<file path="src/rtl/spi_rdid_responder.sv">
// rtl/spi_rdid_responder.sv - SPI mode-0 flash-side responder for the JEDEC RDID command.
// Oversamples sclk/cs_n/mosi in the clk domain and shifts the three ID bytes out MSB first.
module spi_rdid_responder #(
  parameter logic [7:0] RDID_OPCODE = 8'h9F,
  parameter logic [7:0] MFG_ID      = 8'h20,
  parameter logic [7:0] MEM_TYPE    = 8'h20,
  parameter logic [7:0] MEM_CAP     = 8'h18,
  parameter logic [7:0] FILL_BYTE   = 8'hFF
) (
  input  logic       clk,
  input  logic       reset_n,
  input  logic       sclk,
  input  logic       cs_n,
  input  logic       mosi,
  output logic       miso,
  output logic       miso_oe,
  output logic       cmd_done,
  output logic [7:0] last_cmd,
  output logic [7:0] rdid_count
);

  typedef enum logic [1:0] {IDLE, CMD, ID_OUT, IGNORE} state_t;

  state_t     state_q, state_d;
  logic [1:0] sclk_sync_q, cs_sync_q, mosi_sync_q;
  logic       sclk_dly_q;
  logic [2:0] bit_cnt_q, bit_cnt_d;
  logic [7:0] cmd_sr_q, cmd_sr_d;
  logic [7:0] tx_sr_q, tx_sr_d;
  logic [1:0] byte_idx_q, byte_idx_d;
  logic       skip_fall_q, skip_fall_d;
  logic       miso_q, miso_d;
  logic       miso_oe_q, miso_oe_d;
  logic       cmd_done_q, cmd_done_d;
  logic [7:0] last_cmd_q, last_cmd_d;
  logic [7:0] rdid_count_q, rdid_count_d;

  logic       sclk_s, cs_s, mosi_s, sclk_rise, sclk_fall;
  logic [7:0] cmd_byte;
  logic [1:0] next_idx;

  assign sclk_s    = sclk_sync_q[1];
  assign cs_s      = cs_sync_q[1];
  assign mosi_s    = mosi_sync_q[1];
  assign sclk_rise = sclk_s & ~sclk_dly_q;
  assign sclk_fall = ~sclk_s & sclk_dly_q;
  assign cmd_byte  = {cmd_sr_q[6:0], mosi_s};
  assign next_idx  = (byte_idx_q == 2'd3) ? 2'd3 : byte_idx_q + 2'd1;

  function automatic logic [7:0] id_byte(input logic [1:0] idx);
    case (idx)
      2'd0:    id_byte = MFG_ID;
      2'd1:    id_byte = MEM_TYPE;
      2'd2:    id_byte = MEM_CAP;
      default: id_byte = FILL_BYTE;
    endcase
  endfunction

  always_ff @(posedge clk) begin
    if (!reset_n) begin
      state_q <= IDLE;
    end else begin
      state_q <= state_d;
    end
  end

  always_comb begin
    state_d = state_q;
    if (cs_s) begin
      state_d = IDLE;
    end else begin
      case (state_q)
        IDLE:    state_d = CMD;
        CMD:     if (sclk_rise && bit_cnt_q == 3'd7)
                   state_d = (cmd_byte == RDID_OPCODE) ? ID_OUT : IGNORE;
        default: state_d = state_q;
      endcase
    end
  end

  // The fall right after the last command bit must not shift: MSB was driven on entry.
  always_comb begin
    bit_cnt_d    = bit_cnt_q;
    cmd_sr_d     = cmd_sr_q;
    tx_sr_d      = tx_sr_q;
    byte_idx_d   = byte_idx_q;
    skip_fall_d  = skip_fall_q;
    cmd_done_d   = 1'b0;
    last_cmd_d   = last_cmd_q;
    rdid_count_d = rdid_count_q;
    if (cs_s) begin
      bit_cnt_d = 3'd0;
    end else begin
      case (state_q)
        IDLE: begin
          bit_cnt_d = 3'd0;
          cmd_sr_d  = 8'h00;
        end
        CMD: begin
          if (sclk_rise) begin
            cmd_sr_d  = cmd_byte;
            bit_cnt_d = bit_cnt_q + 3'd1;
            if (bit_cnt_q == 3'd7) begin
              last_cmd_d = cmd_byte;
              cmd_done_d = 1'b1;
              if (cmd_byte == RDID_OPCODE) begin
                rdid_count_d = rdid_count_q + 8'd1;
                tx_sr_d      = MFG_ID;
                byte_idx_d   = 2'd0;
                skip_fall_d  = 1'b1;
              end
            end
          end
        end
        ID_OUT: begin
          if (sclk_fall) begin
            if (skip_fall_q) begin
              skip_fall_d = 1'b0;
            end else if (bit_cnt_q == 3'd7) begin
              bit_cnt_d  = 3'd0;
              byte_idx_d = next_idx;
              tx_sr_d    = id_byte(next_idx);
            end else begin
              bit_cnt_d = bit_cnt_q + 3'd1;
              tx_sr_d   = {tx_sr_q[6:0], 1'b0};
            end
          end
        end
        default: ;
      endcase
    end
  end

  always_comb begin
    miso_oe_d = (state_d == ID_OUT);
    miso_d    = miso_oe_d ? tx_sr_d[7] : 1'b0;
  end

  always_ff @(posedge clk) begin
    if (!reset_n) begin
      sclk_sync_q  <= 2'b00;
      cs_sync_q    <= 2'b11;
      mosi_sync_q  <= 2'b00;
      sclk_dly_q   <= 1'b0;
      bit_cnt_q    <= 3'd0;
      cmd_sr_q     <= 8'h00;
      tx_sr_q      <= 8'h00;
      byte_idx_q   <= 2'd0;
      skip_fall_q  <= 1'b0;
      miso_q       <= 1'b0;
      miso_oe_q    <= 1'b0;
      cmd_done_q   <= 1'b0;
      last_cmd_q   <= 8'h00;
      rdid_count_q <= 8'h00;
    end else begin
      sclk_sync_q  <= {sclk_sync_q[0], sclk};
      cs_sync_q    <= {cs_sync_q[0], cs_n};
      mosi_sync_q  <= {mosi_sync_q[0], mosi};
      sclk_dly_q   <= sclk_s;
      bit_cnt_q    <= bit_cnt_d;
      cmd_sr_q     <= cmd_sr_d;
      tx_sr_q      <= tx_sr_d;
      byte_idx_q   <= byte_idx_d;
      skip_fall_q  <= skip_fall_d;
      miso_q       <= miso_d;
      miso_oe_q    <= miso_oe_d;
      cmd_done_q   <= cmd_done_d;
      last_cmd_q   <= last_cmd_d;
      rdid_count_q <= rdid_count_d;
    end
  end

  assign miso       = miso_q;
  assign miso_oe    = miso_oe_q;
  assign cmd_done   = cmd_done_q;
  assign last_cmd   = last_cmd_q;
  assign rdid_count = rdid_count_q;

endmodule

</file>
<file path="config.mk">
export PLATFORM = sky130hd
export DESIGN_NAME = spi_rdid_responder
export DESIGN_NICKNAME = d
export VERILOG_FILES = /design/src/rtl/spi_rdid_responder.sv
export SDC_FILE = /design/constraint.sdc
export NUM_CORES = 1
export LEC_CHECK = 0
export BUFFER_PORTS_ARGS = -buffer_cell sky130_fd_sc_hd__buf_2
export CAP_MARGIN = 20
export CORE_AREA = 2 2 108 68
export CTS_BUF_LIST = sky130_fd_sc_hd__clkbuf_4
export DETAILED_ROUTE_END_ITERATION = 10
export DIE_AREA = 0 0 110 70
export PLACE_DENSITY = 0.57
export SLEW_MARGIN = 0
export SYNTH_ARGS = -nofsm -noshare
export SYNTH_HDL_FRONTEND = slang
export SYNTH_SLANG_ARGS = --single-unit
</file>
<file path="constraint.sdc">
create_clock -name clk -period 2.3 [get_ports clk]
set_input_delay 0.115 -clock clk [delete_from_list [all_inputs] [get_ports clk]]
set_output_delay 0.115 -clock clk [all_outputs]
set_load 0.01 [all_outputs]
</file>
==> flow_metrics.env <==
export IMPL_status="finished clean"
export IMPL_layout_worst_path_cycle_share_pct=89.77
export IMPL_dr_first_iter_drc_count=115
export IMPL_r2r_end="tx_sr_q[5]"
export IMPL_core_region_area_mm2=0.006877
export IMPL_diodes=0
export IMPL_die_x_um=110
export IMPL_rrSetupSlack_ns=0.24
export IMPL_synth_edff_count=0
export IMPL_finalWirelength_um=5035
export IMPL_rsz0062_at_grt="false"
export IMPL_setup_slack_ns=0.2353
export IMPL_path_class="reg2reg"
export IMPL_internal_power_mw=0.9786
export IMPL_drv_slew=0
export IMPL_synth_most_common_cell="dfxtp_1"
export IMPL_finalHoldViolCount=0
export IMPL_worst_slew_pin_slew_ns=0.5796
export IMPL_wl_per_cell_um=14.14
export IMPL_pwr_share_clk_pct=28.9
export IMPL_hold_path_class="in2reg"
export IMPL_clk_path_buf_depth=2
export IMPL_switching_share_pct=23.11
export IMPL_cts_buffers=5
export IMPL_maxCapViolCount=0
export IMPL_clkTransAtPathRegs_ns=0.13
export IMPL_fin_setup_tns_ns=0
export IMPL_synth_seq_area_share_pct=42.96
export IMPL_drt_pass1_iter_count=4
export IMPL_portBuffers=23
export IMPL_ys_seq_elements=49
export IMPL_p_leak_nw=1.006
export IMPL_die_h_um=70
export IMPL_fmax_mhz=484.3
export IMPL_reg2reg_from="state_q[0]"
export IMPL_start_kind="flop"
export IMPL_p_sw_mw=0.2941
export IMPL_cts_tree="yes"
export IMPL_path_cells="inv_1 > ha_1 > nor3b_1 > nand4_2 > a22oi_4 > mux2i_1"
export IMPL_dp_hpwl_um=3649
export IMPL_via_per_inst=5.008
export IMPL_finalNetCount=278
export IMPL_ys_top_cells_by_count="49 x dfxtp_1, 21 x nor2_1, 18 x mux2i_1"
export IMPL_yosys_area_top_type="dfxtp_1"
export IMPL_cts_sinks=49
export IMPL_setup_violations=0
export IMPL_synth_cell_types=59
export IMPL_slowest_stage="dfxtp_1"
export IMPL_track_usage_pct=13.90
export IMPL_fin_crit_ns=2.065
export IMPL_cpPeakStageDelay_ns=0.42
export IMPL_whs_endpoint="cs_sync_q[1]"
export IMPL_min_path_cells=3
export IMPL_synth_warnings=0
export IMPL_clkLatencyLatePin_ns=0.37
export IMPL_async_reset_ff_share_pct=0
export IMPL_dieArea_mm2=0.007700
export IMPL_gp_congestion=0.8187
export IMPL_antenna_found_initial=0
export IMPL_syn_instance_count=236
export IMPL_placementRows=24
export IMPL_critPathCaptureType="flop"
export IMPL_grt_pass1_wl_um=8183
export IMPL_cp_max_fo=9
export IMPL_slew_headroom_pct=61.28
export IMPL_num_vias=1783
export IMPL_synth_area_mm2=0.002283
export IMPL_post_place_ws_ns=0.1999
export IMPL_arrival_ns=2.38
export IMPL_synth_nets=248
export IMPL_initial_utilization_pct=33.21
export IMPL_grt_max_degree=27
export IMPL_drtAntennaViolNets=0
export IMPL_pwr_share_comb_pct=3.4
export IMPL_htree_levels=2
export IMPL_post_route_cells_drive_above_1_share_pct=20.38
export IMPL_rr_worst_depth=6
export IMPL_synth_area_per_cell_um2=9.676
export IMPL_syn_to_final_growth_pct=13.42
export IMPL_root_buffer="clkbuf_4"
export IMPL_overflow=0
export IMPL_fin_worst_skew_ns=0.006087
export IMPL_ir_worst_vdd_uv=224.7
export IMPL_drc=0
export IMPL_ioPinCount=24
export IMPL_fillers=697
export IMPL_synthTopCellsByArea="dfxtp_1 43%, mux2i_1 7.9%, ha_1 3.8%"
export IMPL_grt_pass1_vias=1590
export IMPL_cp_data_required_time_ns=2.61
export IMPL_p_seq_share_pct=67.7
export IMPL_hold_start="reset_n"
export IMPL_startpoint="state_q[0]"
export IMPL_synth_top_cell_area_share_pct=42.96
export IMPL_powerDensity_mw_per_mm2=491.4
export IMPL_synth_top_flop_cell="dfxtp_1"
==> cell type report <==
| type | instances | area [µm²] | area share (%) |
|---|---|---|---|
| Multi-Input combinational cell | 169 | 1229 | 47.44 |
| Sequential cell | 49 | 980.9 | 37.87 |
| Timing Repair Buffer | 32 | 190.2 | 7.343 |
| Tap cell | 91 | 113.9 | 4.396 |
| Clock buffer | 5 | 37.54 | 1.449 |
| Inverter | 9 | 33.78 | 1.304 |
| Clock inverter | 1 | 5.005 | 0.1932 |
==> routing by layer <==
layer,vias to the layer above,GRT usage (%),wire [µm]
met2,28,16.84,1887
li1,917,-,-
met4,0,4.219,61
met5,-,0,0
met1,830,22.39,2855
met3,8,4.295,231
==> cell families after synthesis <==
family          Yosys count  share of synthesized area (%)
buf+inv                  18                          3.342
compound gates           53                          16.77
flops                    49                          42.96
fa+ha+maj                 7                          3.835
simple gates             89                          24.44
xor+xnor                  2                         0.7673
mux                      18                          7.890
==> sequential cells by signal, indices dropped and copies added (netlist names), 2 cells and up <==
register and count:
bit_cnt_q 3, cs_sync_q 2, byte_idx_q 2, mosi_sync_q 2, sclk_sync_q 2, state_q 2
last_cmd 8, tx_sr_q 8, rdid_count 8, cmd_sr_q 7
==> cell usage in the layout, fill, tap and decap left out, types with 3 or more instances in the layout <==
master and n:
and2_1 5, nand3_1 5, nand2_1 15, nand3b_1 3, a211o_1 3, inv_1 8, clkbuf_4 5, o21ai_0 8
buf_2 23, buf_4 6, nand4_1 3, nor2b_1 3, nor2_1 21, mux2i_1 18, a22oi_1 7, ha_1 6
or3_2 3, o21bai_1 7, dlygate4sd3_1 3, a21oi_1 12, nand2b_1 7, a21o_1 3, dfxtp_1 49
==> critical path, delay by kind of cell, from the launching register on <==
kind / cells / cell delay [ns]
AO/OA/AOI/OAI: 1 / 0.37
adder cells (fa/ha/maj): 1 / 0.35
buffers and inverters: 1 / 0.09
flip-flops: 1 / 0.42
multiplexers: 1 / 0.23
AND/OR/NAND/NOR: 2 / 0.53
==> worst max path at each step <==
stage	end	slack (ns)	depth (start not counted)
after floorplan	byte_idx_q[0]	0.49	7
after global placement	byte_idx_q[0]	0.26	6
after detailed placement	tx_sr_q[5]	0.20	6
after CTS	tx_sr_q[5]	0.16	6
after global routing	tx_sr_q[5]	0.07	6
final	tx_sr_q[5]	0.24	6
==> power groups by stage <==
stage | clock network [mW] | registers (mW) | logic (mW)
after floorplan | 0 | 0.876 | 0.0278
after global placement | 0 | 0.879 | 0.0388
after detailed placement | 0 | 0.880 | 0.0394
after CTS | 0.388 | 0.861 | 0.0430
after global routing | 0.420 | 0.863 | 0.0474
final | 0.368 | 0.861 | 0.0432
==> through the flow <==
stage          utilization (%)  instances  power [mW]  cell area [µm²]  hold WS, ns
2_1_floorplan                -        236      0.9040             2283       0.2165
3_3_place_gp             36.57        347      0.9183             2515       0.3018
3_5_place_dp             36.57        347      0.9192             2515       0.3046
4_1_cts                  37.63        356       1.292             2587       0.1259
5_1_grt                  37.66        356       1.330             2590       0.1507
6_report                 37.66        356       1.273             2590       0.1365
==> repair_timing <==
item	in CTS	in global routing
gates resized for setup	0	1
endpoints found under the hold margin	3	0
setup endpoints to repair	0	1
buffers inserted	0	0
hold buffers	3	0
(Power assumes the default switching activity.)
